[src/rtl/parity_stream_unit.sv]
// Parity generate/check stage with a one-entry registered output and a sticky error flag.
// Optional failure counter on err_count is built when PARITY_ERR_CNT_EN is defined.
module parity_stream_unit #(
    parameter int DATA_W = 8,
    parameter int ODD    = 0,
    parameter int CNT_W  = 8
) (
    input  logic              clk,
    input  logic              rst,
    input  logic              mode,
    input  logic              in_valid,
    output logic              in_ready,
    input  logic [DATA_W-1:0] in_data,
    input  logic              in_parity,
    output logic              out_valid,
    input  logic              out_ready,
    output logic [DATA_W-1:0] out_data,
    output logic              out_parity,
    output logic              out_ok,
    output logic              err_sticky,
    input  logic              err_clr,
`ifdef PARITY_ERR_CNT_EN
    output logic [CNT_W-1:0]  err_count,
`endif
    output logic              dbg_state
);

    // Handshake: a beat moves on a side whenever valid && ready are both high at
    // a rising clk edge; valid never depends on ready, and in_ready is forced
    // high during reset so upstream is never stalled by a reset.
    typedef enum logic {
        S_EMPTY = 1'b0,
        S_FULL  = 1'b1
    } state_t;

    localparam logic c_odd = 1'(ODD);

    state_t            r_state;
    state_t            w_next_state;
    logic [DATA_W-1:0] r_data;
    logic              r_parity;
    logic              r_ok;
    logic              r_err;

    logic w_accept;
    logic w_data_par;
    logic w_chk_ok;
    logic w_beat_par;
    logic w_beat_ok;
    logic w_fail;

    assign in_ready   = rst || (r_state == S_EMPTY) || out_ready;
    assign w_accept   = in_valid && in_ready && !rst;
    assign w_data_par = ^in_data;
    assign w_chk_ok   = ((w_data_par ^ in_parity) == c_odd);
    assign w_beat_par = mode ? in_parity : (w_data_par ^ c_odd);
    assign w_beat_ok  = mode ? w_chk_ok : 1'b1;
    assign w_fail     = w_accept && mode && !w_chk_ok;

    always_comb begin
        w_next_state = r_state;
        case (r_state)
            S_EMPTY: if (w_accept) w_next_state = S_FULL;
            S_FULL: begin
                if (w_accept)       w_next_state = S_FULL;
                else if (out_ready) w_next_state = S_EMPTY;
            end
            default: w_next_state = S_EMPTY;
        endcase
    end

    always_ff @(posedge clk) begin
        if (rst) r_state <= S_EMPTY;
        else     r_state <= w_next_state;
    end

    // Payload only loads on accept, so a stalled beat stays put.
    always_ff @(posedge clk) begin
        if (rst) begin
            r_data   <= '0;
            r_parity <= 1'b0;
            r_ok     <= 1'b0;
        end else if (w_accept) begin
            r_data   <= in_data;
            r_parity <= w_beat_par;
            r_ok     <= w_beat_ok;
        end
    end

    // A failure in the same cycle as err_clr wins, so no failure is ever lost.
    always_ff @(posedge clk) begin
        if (rst)          r_err <= 1'b0;
        else if (w_fail)  r_err <= 1'b1;
        else if (err_clr) r_err <= 1'b0;
    end

`ifdef PARITY_ERR_CNT_EN
    localparam logic [CNT_W-1:0] c_cnt_max = '1;
    logic [CNT_W-1:0] r_cnt;

    always_ff @(posedge clk) begin
        if (rst) begin
            r_cnt <= '0;
        end else if (w_fail) begin
            if (err_clr)                r_cnt <= CNT_W'(1);
            else if (r_cnt != c_cnt_max) r_cnt <= r_cnt + CNT_W'(1);
        end else if (err_clr) begin
            r_cnt <= '0;
        end
    end

    assign err_count = r_cnt;
`endif

    assign out_valid  = (r_state == S_FULL);
    assign out_data   = r_data;
    assign out_parity = r_parity;
    assign out_ok     = r_ok;
    assign err_sticky = r_err;
    assign dbg_state  = r_state;

endmodule

[config.mk]
export PLATFORM = sky130hd
export DESIGN_NAME = parity_stream_unit
export DESIGN_NICKNAME = d
export VERILOG_FILES = /design/src/rtl/parity_stream_unit.sv
export SDC_FILE = /design/constraint.sdc
export NUM_CORES = 1
export LEC_CHECK = 0
export CAP_MARGIN = 20
export CORE_MARGIN = 5
export CORE_UTILIZATION = 39
export CTS_CLUSTER_SIZE = 10
export DETAILED_ROUTE_END_ITERATION = 7
export GPL_ROUTABILITY_DRIVEN = 0
export GPL_TIMING_DRIVEN = 0
export PLACE_DENSITY_LB_ADDON = 0.25
export SLEW_MARGIN = 5
export SYNTH_ARGS = -nofsm -noshare
export SYNTH_HDL_FRONTEND = slang
export SYNTH_SLANG_ARGS = --single-unit
[constraint.sdc]
create_clock -name clk -period 2.1 [get_ports clk]
set_clock_uncertainty 0.1 [all_clocks]
set_input_delay 0.315 -clock clk [delete_from_list [all_inputs] [get_ports clk]]
set_output_delay 0.315 -clock clk [all_outputs]
set_load 0.01 [all_outputs]
==> impl_metrics.json, run 1 <==
{
  "status": "finished, final reports clean",
  "post_drt_wl_per_cell_microns": 12.00,
  "clk_path_buf_depth": 2,
  "ys_seq_area_share_pct": 44.34,
  "detail-route-antenna-nets": 0,
  "async_reset_ff_share_pct": 0,
  "syn_to_final_growth_pct": 61.66,
  "grt_pass1_vias": 486,
  "io_pins": 29,
  "via_per_inst": 4.760,
  "cts.htree.levels": 1,
  "antenna_found_initial": 0,
  "grt_max_degree": 11,
  "clkPwrFrac_pct": 31.7,
  "drtIter0Drc": 3,
  "cts-root-buf": "clkbuf_4",
  "die-area_sq_mm": 0.002234,
  "grtUsageTotal_pct": 12.45,
  "ys_ff_latch": 12,
  "drive_gt1_share_pct": 10.59,
  "cts_made_buffers": 3,
  "fin_cells": 100,
  "synth_top_family_by_area": "simple AND/OR/NAND/NOR gates",
  "postSynthCellCount": 53,
  "synth-simple-area-share_pct": 20.09,
  "drt_wl_total_microns": 1200,
  "via_count": 476,
  "drv_slew": 0,
  "placedCellCount": 96,
  "design.core.area_sq_mm": 0.001301,
  "layout.cells.most_common": "clkdlybuf4s50_1",
  "finalCoreUtilization_pct": 67.31,
  "synth-edff-count": 0,
  "synth-compound-area-share_pct": 4.850,
  "route.detailed.drc": 0,
  "syn_area_sq_um": 541.8,
  "timing.hold.worst.class": "register to register",
  "end_kind": "output port",
  "arrival_ps": 1580,
  "period_share_pct": 94.89,
  "synth_fa_ha_area_share_pct": 0,
  "gr-total-overflow": 0,
  "intPower_uw": 438.5,
  "synthMuxAreaShare_pct": 16.63,
  "yosys_most_used_dff": "dfxtp_1",
  "yosys_warnings": 0,
  "n_antenna_cell": 0,
  "syn-num-nets": 68,
  "switching_power_uw": 146.0,
  "grt_pass1_wl_microns": 1876,
  "p_per_area_mw_per_mm2": 667.3,
  "startpoint_type": "primary input",
  "rows": 13,
  "power_leakage_nw": 0.3590,
  "die_w_microns": 47.27,
  "worst-path-max-fanout": 6,
  "dpl.hpwl_microns": 935.7,
  "start_util_pct": 41.63,
  "switching_share_pct": 24.97,
  "worst_pin_slew_ps": 420.0,
  "ctsHoldBuffers": 0,
  "hold_viol": 0,
  "pwr-share-seq_pct": 43.1,
  "fmax_mhz": 501.9,
  "fin_nets": 101,
  "layout_common_cells": "clkdlybuf4s50_1 (27), dfxtp_1 (12), mux2i_1 (9), nor2_1 (9), xnor2_1 (6)",
  "setup_viol": 0,
  "synth-xor-area-share_pct": 11.32,
  "worstSetupPathType": "primary input to output port",
  "cts.sinks": 12,
  "path_clk_slew_ps": 80,
  "maxCapViolations": 0,
  "avgSynthCellArea_sq_um": 10.22,
  "whs_ps": 362.7,
  "dp_slack_ps": -89.38,
  "clk_latency_ps": 270,
  "rsz0062_at_grt": "no",
  "layout_setup_ws_ps": 107.4,
  "peakVddDrop_uv": 567.2,
  "die_height_microns": 47.27,
  "synth_cell_types": 19,
  "required_ps": 1680,
  "portBuffers": 28,
  "max_slew_margin_pct": 72.00,
  "fin_crit_ps": 1993,
  "cts_tree": "built",
  "comb_power_share_pct": 25.1,
  "drt-pass1-iter-count": 3
}
## kinds of logic after synthesis
logic type             Yosys count
AND/OR/NAND/NOR                 18
flip-flops                      12
multiplexers                     9
XOR/XNOR                         7
AO/OA/AOI/OAI                    4
buffers and inverters            3
## cells in the mapped netlist (all sizes together) (2+ instances only)
library cell	count	area share, %
mux2i	9	17
xnor2	6	9.7
nand4b	2	3.2
clkbuf	2	1.4
nand2	2	2.8
dfxtp	12	44
nor2	9	6.2
## final timing paths
path                                 start          end  slack [ps]  cells past startpoint
worst max-delay path             out_ready     in_ready         110                      5
worst min register to register  err_sticky   err_sticky         360                      1
worst max register to register   dbg_state  out_data[6]         540                      6
worst min-delay path            err_sticky   err_sticky         360                      1
## sequential cells by signal, indices dropped and copies added (netlist names)
name and flops:
dbg_state 1, out_ok 1, err_sticky 1, out_parity 1, out_data 8
## per-stage QoR
stage / setup TNS (ps) / total power [mW] / area (sq um)
2_1_floorplan: 0 / 0.3313 / 541.8
3_3_place_gp: -71.57 / 0.4051 / 840.8
3_5_place_dp: -89.38 / 0.4071 / 840.8
4_1_cts: 0 / 0.5922 / 875.8
5_1_grt: 0 / 0.6160 / 875.8
6_report: 0 / 0.5845 / 875.8
## final cells by class
class	instances	area (sq um)
flip-flops and latches	12	240.2
repair buffers	28	279.0
plain buffers	3	15.01
clock buffers	4	36.28
well taps	15	18.77
fillers	127	425.4
multi-input cells	38	286.5
## per-layer routing
| metal | track usage, % | vias to the layer above | share of wire (%) |
|---|---|---|---|
| met1 | 13.73 | 218 | 41 |
| met5 | 0 | - | 0 |
| li1 | - | 241 | - |
| met3 | 4.598 | 2 | 9.1 |
| met2 | 19.79 | 15 | 48 |
| met4 | 8.287 | 0 | 1.3 |
## critical path: stages
cell	delay (ps)
clkdlybuf4s50_1	410
nand2b_4	160
or2_2	270
clkbuf_1	130
dlygate4sd2_1	290
## timing repair
| item | 4_1_cts | 5_1_grt |
|---|---|---|
| gates resized for setup | 1 | 0 |
| setup buffers | 0 | 0 |
| endpoints found under the setup margin | 1 | 0 |
## power groups by stage
stage	Combinational (mW)	Sequential (mW)	Clock (mW)
6_report	0.147	0.252	0.186
5_1_grt	0.160	0.254	0.202
2_1_floorplan	0.0661	0.265	0
4_1_cts	0.149	0.253	0.190
3_3_place_gp	0.148	0.257	0
3_5_place_dp	0.149	0.258	0
Power figures use the tool's default switching activity.
==> inputs of run 2 (changes only) <==
--- a/config.mk
+++ b/config.mk
@@ -8,6 +8,7 @@
 export CAP_MARGIN = 20
 export CORE_MARGIN = 5
 export CORE_UTILIZATION = 39
+export CTS_CLUSTER_DIAMETER = 60
 export CTS_CLUSTER_SIZE = 10
 export DETAILED_ROUTE_END_ITERATION = 7
 export GPL_ROUTABILITY_DRIVEN = 0
==> results of run 2 <==
Same layout as run 1: the final DEF is identical, and so are final timing and power.
==> inputs of run 3 (changes only) <==
--- a/config.mk
+++ b/config.mk
@@ -14,7 +14,6 @@
 export GPL_ROUTABILITY_DRIVEN = 0
 export GPL_TIMING_DRIVEN = 0
 export PLACE_DENSITY_LB_ADDON = 0.25
-export SLEW_MARGIN = 5
 export SYNTH_ARGS = -nofsm -noshare
 export SYNTH_HDL_FRONTEND = slang
 export SYNTH_SLANG_ARGS = --single-unit
==> results of run 3 <==
Same layout as run 1: the final DEF is identical, and so are final timing and power.
